## src/rtl/snn_pkg.sv

```systemverilog
// snn_pkg: shared types and constants for the SNN output-layer decoder.
//   cls_state_t  - classifier FSM states
//   CLASS_IDX_W  - width of a class index for a given class count
//   DEF_*        - default window length and per-class counter width
package snn_pkg;

    typedef enum logic [1:0] {IDLE, COUNT, ARGMAX, DONE} cls_state_t;

    localparam int DEF_NUM_STEPS = 64;
    localparam int DEF_CNT_WIDTH = 8;

    // A single class still needs one index bit so the port never collapses to zero width.
    function automatic int CLASS_IDX_W(input int n);
        return (n > 1) ? $clog2(n) : 1;
    endfunction

endpackage

```

## src/rtl/sat_counter.sv

```systemverilog
// sat_counter: clearable up-counter that sticks at all-ones instead of wrapping.
//   clk   - clock, rising edge
//   rst   - asynchronous active-low reset
//   clr   - synchronous clear (wins over inc)
//   inc   - add one when not already saturated
//   count - current value
module sat_counter #(
    parameter int WIDTH = 8
) (
    input  logic             clk,
    input  logic             rst,
    input  logic             clr,
    input  logic             inc,
    output logic [WIDTH-1:0] count
);

    always_ff @(posedge clk or negedge rst) begin
        if (!rst)
            count <= '0;
        else if (clr)
            count <= '0;
        else if (inc && count != {WIDTH{1'b1}})
            count <= count + 1'b1;
    end

endmodule

```

## src/rtl/spike_classifier.sv

```systemverilog
// spike_classifier: counts output-layer spikes per class over a window, then argmax-scans for the winner.
//   clk, rst               - clock; asynchronous active-low reset
//   start                  - begin a window (IDLE only)
//   en                     - timestep strobe shared with the neuron layer
//   spike_in               - one spike bit per class
//   busy                   - counting or scanning
//   out_valid / out_ready  - result handshake
//   class_out, class_count - winning class and its count
//   no_spike               - all counts were zero
// Build option: SPIKE_CLS_EARLY_EXIT_EN ends the window once any class reaches EARLY_THRESH.
module spike_classifier
    import snn_pkg::*;
#(
    parameter int NUM_CLASSES  = 10,
    parameter int NUM_STEPS    = DEF_NUM_STEPS,
    parameter int CNT_WIDTH    = DEF_CNT_WIDTH,
    parameter int EARLY_THRESH = 16
) (
    input  logic                                clk,
    input  logic                                rst,
    input  logic                                start,
    input  logic                                en,
    input  logic [NUM_CLASSES-1:0]              spike_in,
    output logic                                busy,
    output logic                                out_valid,
    input  logic                                out_ready,
    output logic [CLASS_IDX_W(NUM_CLASSES)-1:0] class_out,
    output logic [CNT_WIDTH-1:0]                class_count,
    output logic                                no_spike
);

    localparam int IW = CLASS_IDX_W(NUM_CLASSES);
    localparam int SW = $clog2(NUM_STEPS + 1);
`ifdef SPIKE_CLS_EARLY_EXIT_EN
    localparam bit EARLY_ON = 1'b1;
`else
    localparam bit EARLY_ON = 1'b0;
`endif

    cls_state_t state, state_nxt;

    logic [CNT_WIDTH-1:0]   counts [NUM_CLASSES];
    logic [NUM_CLASSES-1:0] inc;
    logic [NUM_CLASSES-1:0] hit;
    logic [SW-1:0]          step;
    logic [IW-1:0]          idx;
    logic [IW-1:0]          best_idx;
    logic [CNT_WIDTH-1:0]   best_cnt;
    logic [CNT_WIDTH-1:0]   cnt_sel;
    logic [CNT_WIDTH-1:0]   new_cnt;
    logic                   clr;
    logic                   gt;
    logic                   win_end;
    logic                   scan_last;

    assign clr = (state == IDLE) && start;

    for (genvar i = 0; i < NUM_CLASSES; i++) begin : g_cnt
        logic [CNT_WIDTH-1:0] nxt;
        assign inc[i] = (state == COUNT) && en && spike_in[i];
        sat_counter #(.WIDTH(CNT_WIDTH)) u_cnt (
            .clk   (clk),
            .rst   (rst),
            .clr   (clr),
            .inc   (inc[i]),
            .count (counts[i])
        );
        // Threshold is judged on the post-update value, so look one increment ahead.
        assign nxt    = counts[i] + {{(CNT_WIDTH-1){1'b0}}, inc[i] && counts[i] != {CNT_WIDTH{1'b1}}};
        assign hit[i] = int'(nxt) >= EARLY_THRESH;
    end

    assign win_end   = en && ((step == SW'(NUM_STEPS - 1)) || (EARLY_ON && |hit));
    assign scan_last = idx == IW'(NUM_CLASSES - 1);
    assign cnt_sel   = counts[idx];
    assign gt        = cnt_sel > best_cnt;
    assign new_cnt   = gt ? cnt_sel : best_cnt;

    assign busy      = (state == COUNT) || (state == ARGMAX);
    assign out_valid = state == DONE;

    always_ff @(posedge clk or negedge rst) begin
        if (!rst)
            state <= IDLE;
        else
            state <= state_nxt;
    end

    always_comb begin
        state_nxt = state;
        unique case (state)
            IDLE:    state_nxt = start     ? COUNT  : IDLE;
            COUNT:   state_nxt = win_end   ? ARGMAX : COUNT;
            ARGMAX:  state_nxt = scan_last ? DONE   : ARGMAX;
            DONE:    state_nxt = out_ready ? IDLE   : DONE;
            default: state_nxt = IDLE;
        endcase
    end

    always_ff @(posedge clk or negedge rst) begin
        if (!rst) begin
            step        <= '0;
            idx         <= '0;
            best_idx    <= '0;
            best_cnt    <= '0;
            class_out   <= '0;
            class_count <= '0;
            no_spike    <= 1'b0;
        end else begin
            unique case (state)
                IDLE: begin
                    if (start) begin
                        step        <= '0;
                        idx         <= '0;
                        best_idx    <= '0;
                        best_cnt    <= '0;
                        class_out   <= '0;
                        class_count <= '0;
                        no_spike    <= 1'b0;
                    end
                end
                COUNT: begin
                    idx <= '0;
                    if (en)
                        step <= step + 1'b1;
                end
                ARGMAX: begin
                    // Strictly-greater replacement keeps the lowest index on ties.
                    if (gt) begin
                        best_idx <= idx;
                        best_cnt <= cnt_sel;
                    end
                    idx <= idx + 1'b1;
                    // Publish using the final comparison so the result is ready on DONE entry.
                    if (scan_last) begin
                        class_out   <= gt ? idx : best_idx;
                        class_count <= new_cnt;
                        no_spike    <= new_cnt == '0;
                    end
                end
                default: ;
            endcase
        end
    end

endmodule

```

## config.mk

```make
export PLATFORM = sky130hd
export DESIGN_NAME = spike_classifier
export DESIGN_NICKNAME = d
export VERILOG_FILES = /design/src/rtl/snn_pkg.sv /design/src/rtl/sat_counter.sv /design/src/rtl/spike_classifier.sv
export SDC_FILE = /design/constraint.sdc
export NUM_CORES = 1
export LEC_CHECK = 0
export CORE_MARGIN = 5
export CORE_UTILIZATION = 38
export DETAILED_ROUTE_END_ITERATION = 8
export MAX_ROUTING_LAYER = met4
export PLACE_DENSITY = 0.64
export SLEW_MARGIN = 10
export SYNTH_ARGS = -nofsm -noshare
export SYNTH_HDL_FRONTEND = slang
export SYNTH_SLANG_ARGS = --single-unit
export TNS_END_PERCENT = 1
```

## constraint.sdc

```tcl
create_clock -name clk -period 6.1 [get_ports clk]
set_input_delay 1.22 -clock clk [delete_from_list [all_inputs] [get_ports clk]]
set_output_delay 1.22 -clock clk [all_outputs]
set_load 0.005 [all_outputs]
```

==> impl_metrics.tcl <==
set metrics [dict create \
    power.leakage_nw 3.387 \
    setup_slack_ns 1.902 \
    initialDrtViolationCount 388 \
    worstSetupStartpointType "flip-flop" \
    synth_async_sr_flop_share_pct 100.0 \
    finalWeightedCongestion 0.8143 \
    cp-end-kind "flip-flop" \
    syn-num-nets 741 \
    status "complete, no violations" \
    ant_nets 0 \
    crit_path_top_delay_cell "dfrtp_2" \
    syn2layout_area_growth_pct 14.18 \
    hold_buffers 0 \
    path_clk_slew_ns 0.05 \
    grt_start_max_net_pins 72 \
    holdCritPathClass "flip-flop to flip-flop" \
    clk_latency_ns 0.41 \
    nNetsFinal 765 \
    ys_top_cells_by_area "dfrtp_1 43%, mux2i_1 7.3%, xor2_1 6.5%" \
    ys_seq_area_share_pct 43.24 \
    first_global_vias 4985 \
    hold_violations 0 \
    synth_common_cells "118 x dfrtp_1, 99 x nor2_1, 80 x nand2_1" \
    cpLargestDelayFamily "compound AO/OA/AOI/OAI gates" \
    fmax_mhz 238.2 \
    crit_path_max_fanout 35 \
    fp-row-count 49 \
    path_class "flip-flop to flip-flop" \
    groute.usage.overall_pct 16.04 \
    htree_levels 4 \
    remaining_drc_errors 0 \
    tightestPinTransition_ns 0.9337 \
    cts_tree "done" \
    yosysMostFrequentCell "dfrtp_1" \
    avgSynthCellArea_sq_um 9.756 \
    multi_input_area_sq_mm 0.003598 \
    place_area_sq_mm 0.007243 \
    slew_headroom_pct 37.72 \
    antenna_found_initial 0 \
    synth_edf_count 0 \
    drv_slew 0 \
    synth_top_area_share_pct 43.24 \
    post-place-ws_ns 1.916 \
    yosys.area.top_type "dfrtp_1" \
    worst_path_largest_cell_delay_ns 0.92 \
    io_buffers 29 \
    rsz0062_at_grt "no" \
    via_per_inst 5.254 \
    synth_warnings 0 \
    die_area_sq_mm 0.02075 \
    setup_viol_count_final 0 \
    path_buf_inv 0 \
    dpl.hpwl_mm 10.40 \
    core-area_sq_mm 0.01784 \
    fill_cells 1689 \
    die_y_um 144.1 \
    min_period_ns 4.198 \
    fin_crit_sh_pct 68.83 \
    first_pass_iters 5 \
    antenna_cells 0 \
    crit_top_cell "o21ai_0" \
    wl_per_cell_um 15.52 \
    die-width_um 144.1 \
    numCtsBuffers 17 \
    cts_resized 0 \
    drive_above_1_share_pct 7.629 \
    post-cts-setup-buffers 0 \
    crit_chain "mux4_1 -> o21ai_0 -> o21ai_0 -> ha_1 -> nor2b_1 -> o211ai_1 -> a21oi_1 -> o21ai_1 -> mux2i_1 -> o21ai_0 -> a221o_1" \
    powerDensity_mw_per_mm2 303.9 \
    grt_pass1_wl_mm 25.56 \
    grt_overflow 0 \
    ctsLongestPathBuffers 2 \
    io_pins 30 \
    initial_core_util_pct 38.28 \
    crit_arrival_ns 4.49 \
    fin_area_sq_mm 0.007797 \
    vdd_ir_drop_max_v 0.0002091 \
    ff_latch_area_sq_mm 0.002954 \
    synthCells 700 \
    synth_area_sq_mm 0.006829 \
    synthDistinctLibCells 59 \
    worstPathRequired_ns 6.39 \
    ys.flop_type "dfrtp_1" \
    skew_ns 0.007757 \
    yosys_register_bits 118 \
    cts-root-buf "clkbuf_16" \
    fin_tns_setup_ns 0 \
    wirelength_mm 14.95 \
    cap_violations 0 \
    cts_sinks 118 \
    vias 5060 \
]
-- layout by cell type (no fill, tap or decap), types with 2 or more instances in the layout --
cell type / instances
or3_1: 2
a21oi_1: 11
o31ai_1: 4
o21a_1: 2
nand2_1: 80
o211ai_1: 3
and2_1: 2
and3_1: 20
nand3_1: 23
a211oi_1: 2
mux2i_1: 50
o211a_1: 2
nor2b_1: 5
buf_4: 8
clkdlybuf4s50_1: 28
clkbuf_8: 8
o21ai_0: 39
clkinv_2: 3
a22oi_1: 8
ha_1: 26
mux4_1: 2
dfrtp_1: 117
a31oi_1: 10
xor2_1: 51
mux4_2: 3
nand4_1: 15
o41ai_2: 2
nor3_1: 3
clkbuf_16: 17
xnor2_1: 21
and4_1: 6
nor2_1: 98
o21ai_1: 3
nor4_1: 2
o221ai_1: 6
a32oi_1: 5
a221oi_1: 4
inv_1: 15
mux2_2: 7
-- worst min-delay path: stages, from the launching register on --
cell     delay (ns)
dfrtp_1        0.33
nand2_1        0.04
o21ai_0        0.06
-- kinds of logic (layout without fill, tap and decap cells) --
kind of cell,after synthesis,count (layout),share of synthesized area [%]
adders and majority gates,26,26,4.764
muxes,62,62,10.24
buffers and inverters,48,82,4.177
and+or+nand+nor,265,265,17.59
DFF,118,118,43.24
xor gates and xnor gates,72,72,9.234
AOI/OAI and AO/OA,109,109,10.75
-- metal layers --
layer  wire length [um]  vias up  part of all wire, %  track usage [%]
li1                   -     2519                    -                -
met3                648       21                  4.3            3.671
met5                  0        -                    0                -
met4                250        0                  1.7            5.203
met2               6572      100                   44            23.10
met1               7474     2420                   50            22.44
-- final cells by class --
type                            count  area share [%]
Inverter                           17          0.8184
Timing Repair Buffer               36           4.365
Multi-Input combinational cell    534           46.15
Clock inverter                      3          0.1926
Clock buffer                       26           6.916
Sequential cell                   118           37.89
Tap cell                          229           3.675
-- registers in the layout, indices dropped and copies added (netlist names) --
signal	flops
g_cnt.u_cnt.count	80
best_cnt	8
class_count	8
step	7
best_idx	4
class_out	4
idx	4
state	2
no_spike	1
-- final timing paths --
check	start	to	slack, ns	cells past startpoint
worst max-delay path	idx[0]	best_idx[3]	1.90	11
worst min-delay path	class_count[2]	class_count[2]	0.47	2
worst max register to register	idx[0]	best_idx[3]	1.90	11
worst min register to register	class_count[2]	class_count[2]	0.47	2
max in group asynchronous	rst	idx[0]	3.88	2
min in group asynchronous	rst	g_cnt[0].u_cnt.count[1]	0.83	1
-- power breakdown --
part           internal, mW  switching, mW
combinational         0.191          0.302
sequential            0.858         0.0861
clock                 0.596          0.336
total                  1.65          0.723
-- metrics by stage --
stage / instances / total power [mW] / util [%] / hold WS (ns)
3_5_place_dp: 934 / 1.452 / 40.60 / 0.4719
6_report: 963 / 2.369 / 43.71 / 0.4735
5_1_grt: 963 / 2.508 / 43.71 / 0.5079
2_1_floorplan: 700 / 1.300 / - / 0.4489
4_1_cts: 963 / 2.393 / 43.71 / 0.4825
3_3_place_gp: 934 / 1.447 / 40.60 / 0.4640
No activity file was read; power rests on OpenSTA's default activity.
